==> src/rtl/mouse_pkg.sv <==
// -----------------------------------------------------------------------------
// mouse_pkg
// Shared definitions for the PS/2 mouse receive framer:
//   state_t                 - framer FSM states
//   DEFAULT_TIMEOUT_CYCLES  - default inter-edge timeout (1 ms at 100 MHz)
//   ERR_PARITY_BIT          - BYTE_ERROR index of the parity error flag
//   ERR_FRAMING_BIT         - BYTE_ERROR index of the framing (stop bit) flag
// -----------------------------------------------------------------------------
package mouse_pkg;

   typedef enum logic [1:0] {
      IDLE   = 2'd0,
      DATA   = 2'd1,
      PARITY = 2'd2,
      STOP   = 2'd3
   } state_t;

   localparam int DEFAULT_TIMEOUT_CYCLES = 100000;

   localparam int ERR_PARITY_BIT  = 0;
   localparam int ERR_FRAMING_BIT = 1;

endpackage

==> src/rtl/ps2_edge_sync.sv <==
// -----------------------------------------------------------------------------
// ps2_edge_sync
// Two-flop synchroniser for one raw PS/2 pad line plus a falling-edge detector.
// All flops reset to 1 (the idle level of an open-collector PS/2 line), so a
// reset never manufactures a spurious falling edge.
// Ports:
//   clk   - system clock
//   srst  - synchronous active-high reset
//   raw   - asynchronous pad input
//   sync  - synchronised copy of raw
//   fall  - high for the cycle where sync is 0 and its previous value was 1
// -----------------------------------------------------------------------------
module ps2_edge_sync (
   input  logic clk,
   input  logic srst,
   input  logic raw,
   output logic sync,
   output logic fall
);

   logic meta_reg;
   logic sync_reg;
   logic prev_reg;

   always_ff @(posedge clk) begin
      if (srst) begin
         meta_reg <= 1'b1;
         sync_reg <= 1'b1;
         prev_reg <= 1'b1;
      end else begin
         meta_reg <= raw;
         sync_reg <= meta_reg;
         prev_reg <= sync_reg;
      end
   end

   assign sync = sync_reg;
   assign fall = prev_reg & ~sync_reg;

endmodule

==> src/rtl/mouse_rx_framer.sv <==
// -----------------------------------------------------------------------------
// mouse_rx_framer
// Receives 11-bit PS/2 device-to-host frames (start, 8 data LSB first, odd
// parity, stop) and presents each byte with its error flags.
// Ports:
//   CLK           - system clock, rising edge
//   RESET         - synchronous active-high reset
//   CLK_MOUSE_IN  - raw PS/2 clock from the pad (asynchronous)
//   DATA_MOUSE_IN - raw PS/2 data from the pad (asynchronous)
//   READ_ENABLE   - receiver armed; low while the host is transmitting
//   BYTE_READY    - one-cycle pulse, BYTE_DATA/BYTE_ERROR valid
//   BYTE_DATA     - last received byte (held between frames)
//   BYTE_ERROR    - [0] parity error, [1] framing error (held between frames)
//   FRAME_TIMEOUT - one-cycle pulse, frame abandoned after a stalled PS/2 clock
//   BUSY          - framer is inside a frame
// -----------------------------------------------------------------------------
module mouse_rx_framer
   import mouse_pkg::*;
#(
   parameter int TIMEOUT_CYCLES = DEFAULT_TIMEOUT_CYCLES
) (
   input  logic       CLK,
   input  logic       RESET,
   input  logic       CLK_MOUSE_IN,
   input  logic       DATA_MOUSE_IN,
   input  logic       READ_ENABLE,
   output logic       BYTE_READY,
   output logic [7:0] BYTE_DATA,
   output logic [1:0] BYTE_ERROR,
   output logic       FRAME_TIMEOUT,
   output logic       BUSY
);

   // Wide enough to hold TIMEOUT_CYCLES-1, the terminal count.
   localparam int CW = (TIMEOUT_CYCLES > 1) ? $clog2(TIMEOUT_CYCLES) : 1;
   localparam logic [CW-1:0] CNT_LAST = CW'(TIMEOUT_CYCLES - 1);

   logic ps2_clk_sync;
   logic ps2_clk_fall;
   logic ps2_data_sync;
   logic data_fall_unused;

   ps2_edge_sync u_clk_sync (
      .clk  (CLK),
      .srst (RESET),
      .raw  (CLK_MOUSE_IN),
      .sync (ps2_clk_sync),
      .fall (ps2_clk_fall)
   );

   ps2_edge_sync u_data_sync (
      .clk  (CLK),
      .srst (RESET),
      .raw  (DATA_MOUSE_IN),
      .sync (ps2_data_sync),
      .fall (data_fall_unused)
   );

   state_t          state_reg,         state_next;
   logic [2:0]      bit_cnt_reg,       bit_cnt_next;
   logic [7:0]      shift_reg,         shift_next;
   logic            parity_reg,        parity_next;
   logic [CW-1:0]   edge_cnt_reg,      edge_cnt_next;
   logic            byte_ready_reg,    byte_ready_next;
   logic            frame_timeout_reg, frame_timeout_next;
   logic [7:0]      byte_data_reg,     byte_data_next;
   logic [1:0]      byte_error_reg,    byte_error_next;

   // State register
   always_ff @(posedge CLK) begin
      if (RESET) begin
         state_reg         <= IDLE;
         bit_cnt_reg       <= '0;
         shift_reg         <= '0;
         parity_reg        <= 1'b0;
         edge_cnt_reg      <= '0;
         byte_ready_reg    <= 1'b0;
         frame_timeout_reg <= 1'b0;
         byte_data_reg     <= '0;
         byte_error_reg    <= '0;
      end else begin
         state_reg         <= state_next;
         bit_cnt_reg       <= bit_cnt_next;
         shift_reg         <= shift_next;
         parity_reg        <= parity_next;
         edge_cnt_reg      <= edge_cnt_next;
         byte_ready_reg    <= byte_ready_next;
         frame_timeout_reg <= frame_timeout_next;
         byte_data_reg     <= byte_data_next;
         byte_error_reg    <= byte_error_next;
      end
   end

   // Next-state logic. Inside a frame the priority is: receiver disarmed,
   // then a PS/2 falling edge, then the timeout, so an edge landing on the
   // terminal count still advances the frame.
   always_comb begin
      state_next         = state_reg;
      bit_cnt_next       = bit_cnt_reg;
      shift_next         = shift_reg;
      parity_next        = parity_reg;
      edge_cnt_next      = '0;
      byte_ready_next    = 1'b0;
      frame_timeout_next = 1'b0;
      byte_data_next     = byte_data_reg;
      byte_error_next    = byte_error_reg;

      if (state_reg == IDLE) begin
         if (ps2_clk_fall && READ_ENABLE && !ps2_data_sync) begin
            state_next   = DATA;
            bit_cnt_next = '0;
         end
      end else if (!READ_ENABLE) begin
         state_next = IDLE;
      end else if (ps2_clk_fall) begin
         unique case (state_reg)
            DATA: begin
               shift_next[bit_cnt_reg] = ps2_data_sync;
               bit_cnt_next            = bit_cnt_reg + 3'd1;
               if (bit_cnt_reg == 3'd7) begin
                  state_next = PARITY;
               end
            end
            PARITY: begin
               parity_next = ps2_data_sync;
               state_next  = STOP;
            end
            STOP: begin
               state_next      = IDLE;
               byte_ready_next = 1'b1;
               byte_data_next  = shift_reg;
               // Odd parity: data bits plus parity bit must XOR to 1.
               byte_error_next[ERR_PARITY_BIT]  = ~(^shift_reg ^ parity_reg);
               byte_error_next[ERR_FRAMING_BIT] = ~ps2_data_sync;
            end
            default: state_next = IDLE;
         endcase
      end else if (edge_cnt_reg == CNT_LAST) begin
         state_next         = IDLE;
         frame_timeout_next = 1'b1;
      end else begin
         edge_cnt_next = edge_cnt_reg + CW'(1);
      end
   end

   // Outputs
   always_comb begin
      BUSY          = (state_reg != IDLE);
      BYTE_READY    = byte_ready_reg;
      FRAME_TIMEOUT = frame_timeout_reg;
      BYTE_DATA     = byte_data_reg;
      BYTE_ERROR    = byte_error_reg;
   end

endmodule

==> config.mk <==
export PLATFORM = sky130hd
export DESIGN_NAME = mouse_rx_framer
export DESIGN_NICKNAME = d
export VERILOG_FILES = /design/src/rtl/mouse_pkg.sv /design/src/rtl/ps2_edge_sync.sv /design/src/rtl/mouse_rx_framer.sv
export SDC_FILE = /design/constraint.sdc
export NUM_CORES = 1
export LEC_CHECK = 0
export CORE_AREA = 2 2 82 61
export CTS_BUF_LIST = sky130_fd_sc_hd__clkbuf_2 sky130_fd_sc_hd__clkbuf_4 sky130_fd_sc_hd__clkbuf_8
export DETAILED_ROUTE_END_ITERATION = 8
export DIE_AREA = 0 0 84 63
export PLACE_DENSITY_LB_ADDON = 0.15
export SYNTH_ARGS = -nofsm -noshare
export SYNTH_HDL_FRONTEND = slang
export SYNTH_HIERARCHICAL = 1
export SYNTH_SLANG_ARGS = --single-unit
==> constraint.sdc <==
create_clock -name CLK -period 1.9 [get_ports CLK]
set_clock_uncertainty 0.2 [all_clocks]
set_input_delay 0.285 -clock CLK [delete_from_list [all_inputs] [get_ports CLK]]
set_output_delay 0.285 -clock CLK [all_outputs]
set_load 0.02 [all_outputs]
==> impl_results.md <==
* CTS tree: done
* Clk root buf: clkbuf_8
* Initial antenna violation count at 0
* H-tree lvl count at 2
* Nature of the critical path startpoint: flop
* Critical path class: flop to flop
* Final Core Density at 0.594
* Leak at 1.03 nW
* Final cycle utilization of the critical path at 0.944
* Starting DRT DRC Count at 70
* Drc violations at 0
* Global-route wire length before repair at 7290 um
* Die extent in x at 84 um
* Worst-Margin Slew at 0.299 ns
* CTS sink count at 48
* Critical path capture point type: flop
* Fillers at 431
* Maximum vdd drop at 0.493 mV
* ANT nets after route at 0
* Dpl ws at -0.113 ns
* GP Congestion at 0.751
* Critical path buffer and inverter count at 2
* Cell Rows at 21
* # setup viols final at 0
* Overflow after GRT at 0
* Vias per cell at 5.10
* Setup TNS at 0 ns
* Height of the die at 63 um
* Max incr delay on CP at 0.33 ns
* Mean Syn Cell Area at 9.19 sq um
* Setup ws final at 0.107 ns
* Psw at 409 uW
* # nets final at 280
* Post-synthesis net count at 245
* Minimum clock period after layout at 1.79 ns
* Gr usage total at 0.172
* Area growth syn-to-layout at 26.1%
* Maximum root-to-sink buffer count at 2
* Ports at 18
* Data arrival, critical path at 1.78 ns
* Status: finished clean
* Mapped Cells at 233
* Slew Viols, Final at 0
* Worst skew pair latency at 0.30 ns
* WP data required at 1.89 ns
* Number of diodes at 0
* Post-Syn Area at 2140 sq um
* Die area at 5290 sq um
* Worst-path clk slew at 0.09 ns
* FF/Latch Area at 963 sq um
* CP max FO at 5
* Crit-path leading delay family: simple AND/OR/NAND/NOR gates
* PwrDens at 709 nW/um^2
* Area used by multi-input combinational logic at 1160 sq um
* Critical Path Slowest Stage Cell: dfxtp_2
* Cells after DPL at 317
* Max Cap Violations at 0
* Initial Utilization at 0.471
* WHS at 0.212 ns
* Pin count of the biggest net entering global routing at 31
* Worst min-delay path class: flop to flop
* Final Hold Vio Count at 0
* Highest achievable clock rate at 558 MHz
* WL/cell at 12.9 um
* Ratio of cells with drive above 1 in the final layout at 0.175
* DR pass1 iterations at 4
* Fin cells at 326
* Max reg flops at 17
* Comb power frac at 0.064
* Yosys warnings at 6
* PortBufs at 17
* Sw Share at 0.214
* Number of global-route vias before repair at 1523
* Worst slew margin relative to its limit at 0.798
* Int Pwr at 1.51 mW
* Floorplan Core Area at 4550 sq um
* Via count at 1663
* Clock buffer count from CTS at 5
* Seq pwr share at 0.531
* Drt total wl at 4210 um
* CP Cell Sequence: inv_1 > ha_4 > nand4b_1 > buf_4 > nor4b_4 > mux2i_1 > nor2_1
* Clk pwr share at 0.405
* DPL Wire Length at 2900 um
final cells by class:
cell class                      instances  area share
Clock buffer                            6      0.0306
Clock inverter                          2      0.0144
Inverter                                6     0.00834
Multi-Input combinational cell        167       0.431
Sequential cell                        48       0.357
Tap cell                               57      0.0264
Timing Repair Buffer                   40       0.132
layer usage:
| metal | vias up | wire (um) | share of wire | global-route usage |
|---|---|---|---|---|
| li1 | 867 | - | - | - |
| met1 | 772 | 2360 | 0.56 | 0.269 |
| met2 | 22 | 1690 | 0.40 | 0.225 |
| met3 | 2 | 136 | 0.032 | 0.0436 |
| met4 | 0 | 22 | 0.0052 | 0.0605 |
| met5 | - | 0 | 0 | 0 |
metrics by stage:
step | total power, mW | cell area [sq um]
final | 1.92 | 2700
after CTS | 1.93 | 2620
after global placement | 1.15 | 2500
after detailed placement | 1.15 | 2500
after global routing | 2.00 | 2700
after floorplan | 1.10 | 2140
cells in the final DEF (no fill, tap or decap), types with 2 or more instances in the layout:
master,instances
dfxtp_1,46
clkbuf_8,6
and4b_1,3
and3_1,2
nand2_1,22
mux2i_1,9
nand2b_1,4
o21ai_0,4
dfxtp_2,2
and2_1,3
clkdlybuf4s50_1,16
xnor2_1,7
ha_1,6
buf_4,21
nand3_1,9
inv_1,5
xor2_1,11
nand4_1,6
and4_1,2
nor4b_4,2
nor2_1,29
or3_1,3
or2_1,5
nand4b_1,4
nor3b_1,2
a21oi_1,16
what timing repair did:
| action | 4_1_cts | 5_1_grt |
|---|---|---|
| hold buffers | 0 | 0 |
| endpoints found under the setup margin | 3 | 22 |
| resized for setup | 1 | 15 |
| setup buffers | 0 | 1 |
worst paths after layout:
| check | slack, ns | to | cells past startpoint | from |
|---|---|---|---|---|
| worst min register to register | 0.21 | u_clk_sync/sync | 1 | u_clk_sync/meta_reg |
| worst max-delay path | 0.11 | shift_reg[4] | 7 | state_reg[0] |
| worst max register to register | 0.11 | shift_reg[4] | 7 | state_reg[0] |
| worst min-delay path | 0.21 | u_clk_sync/sync | 1 | u_clk_sync/meta_reg |
power groups by stage:
stage / Clock (mW) / Sequential, mW / Combinational [mW]
after floorplan: 0 / 1.04 / 0.0568
after CTS: 0.806 / 1.02 / 0.111
final: 0.777 / 1.02 / 0.122
after global placement: 0 / 1.04 / 0.113
after global routing: 0.845 / 1.02 / 0.134
after detailed placement: 0 / 1.04 / 0.113
(Power assumes the default switching activity.)
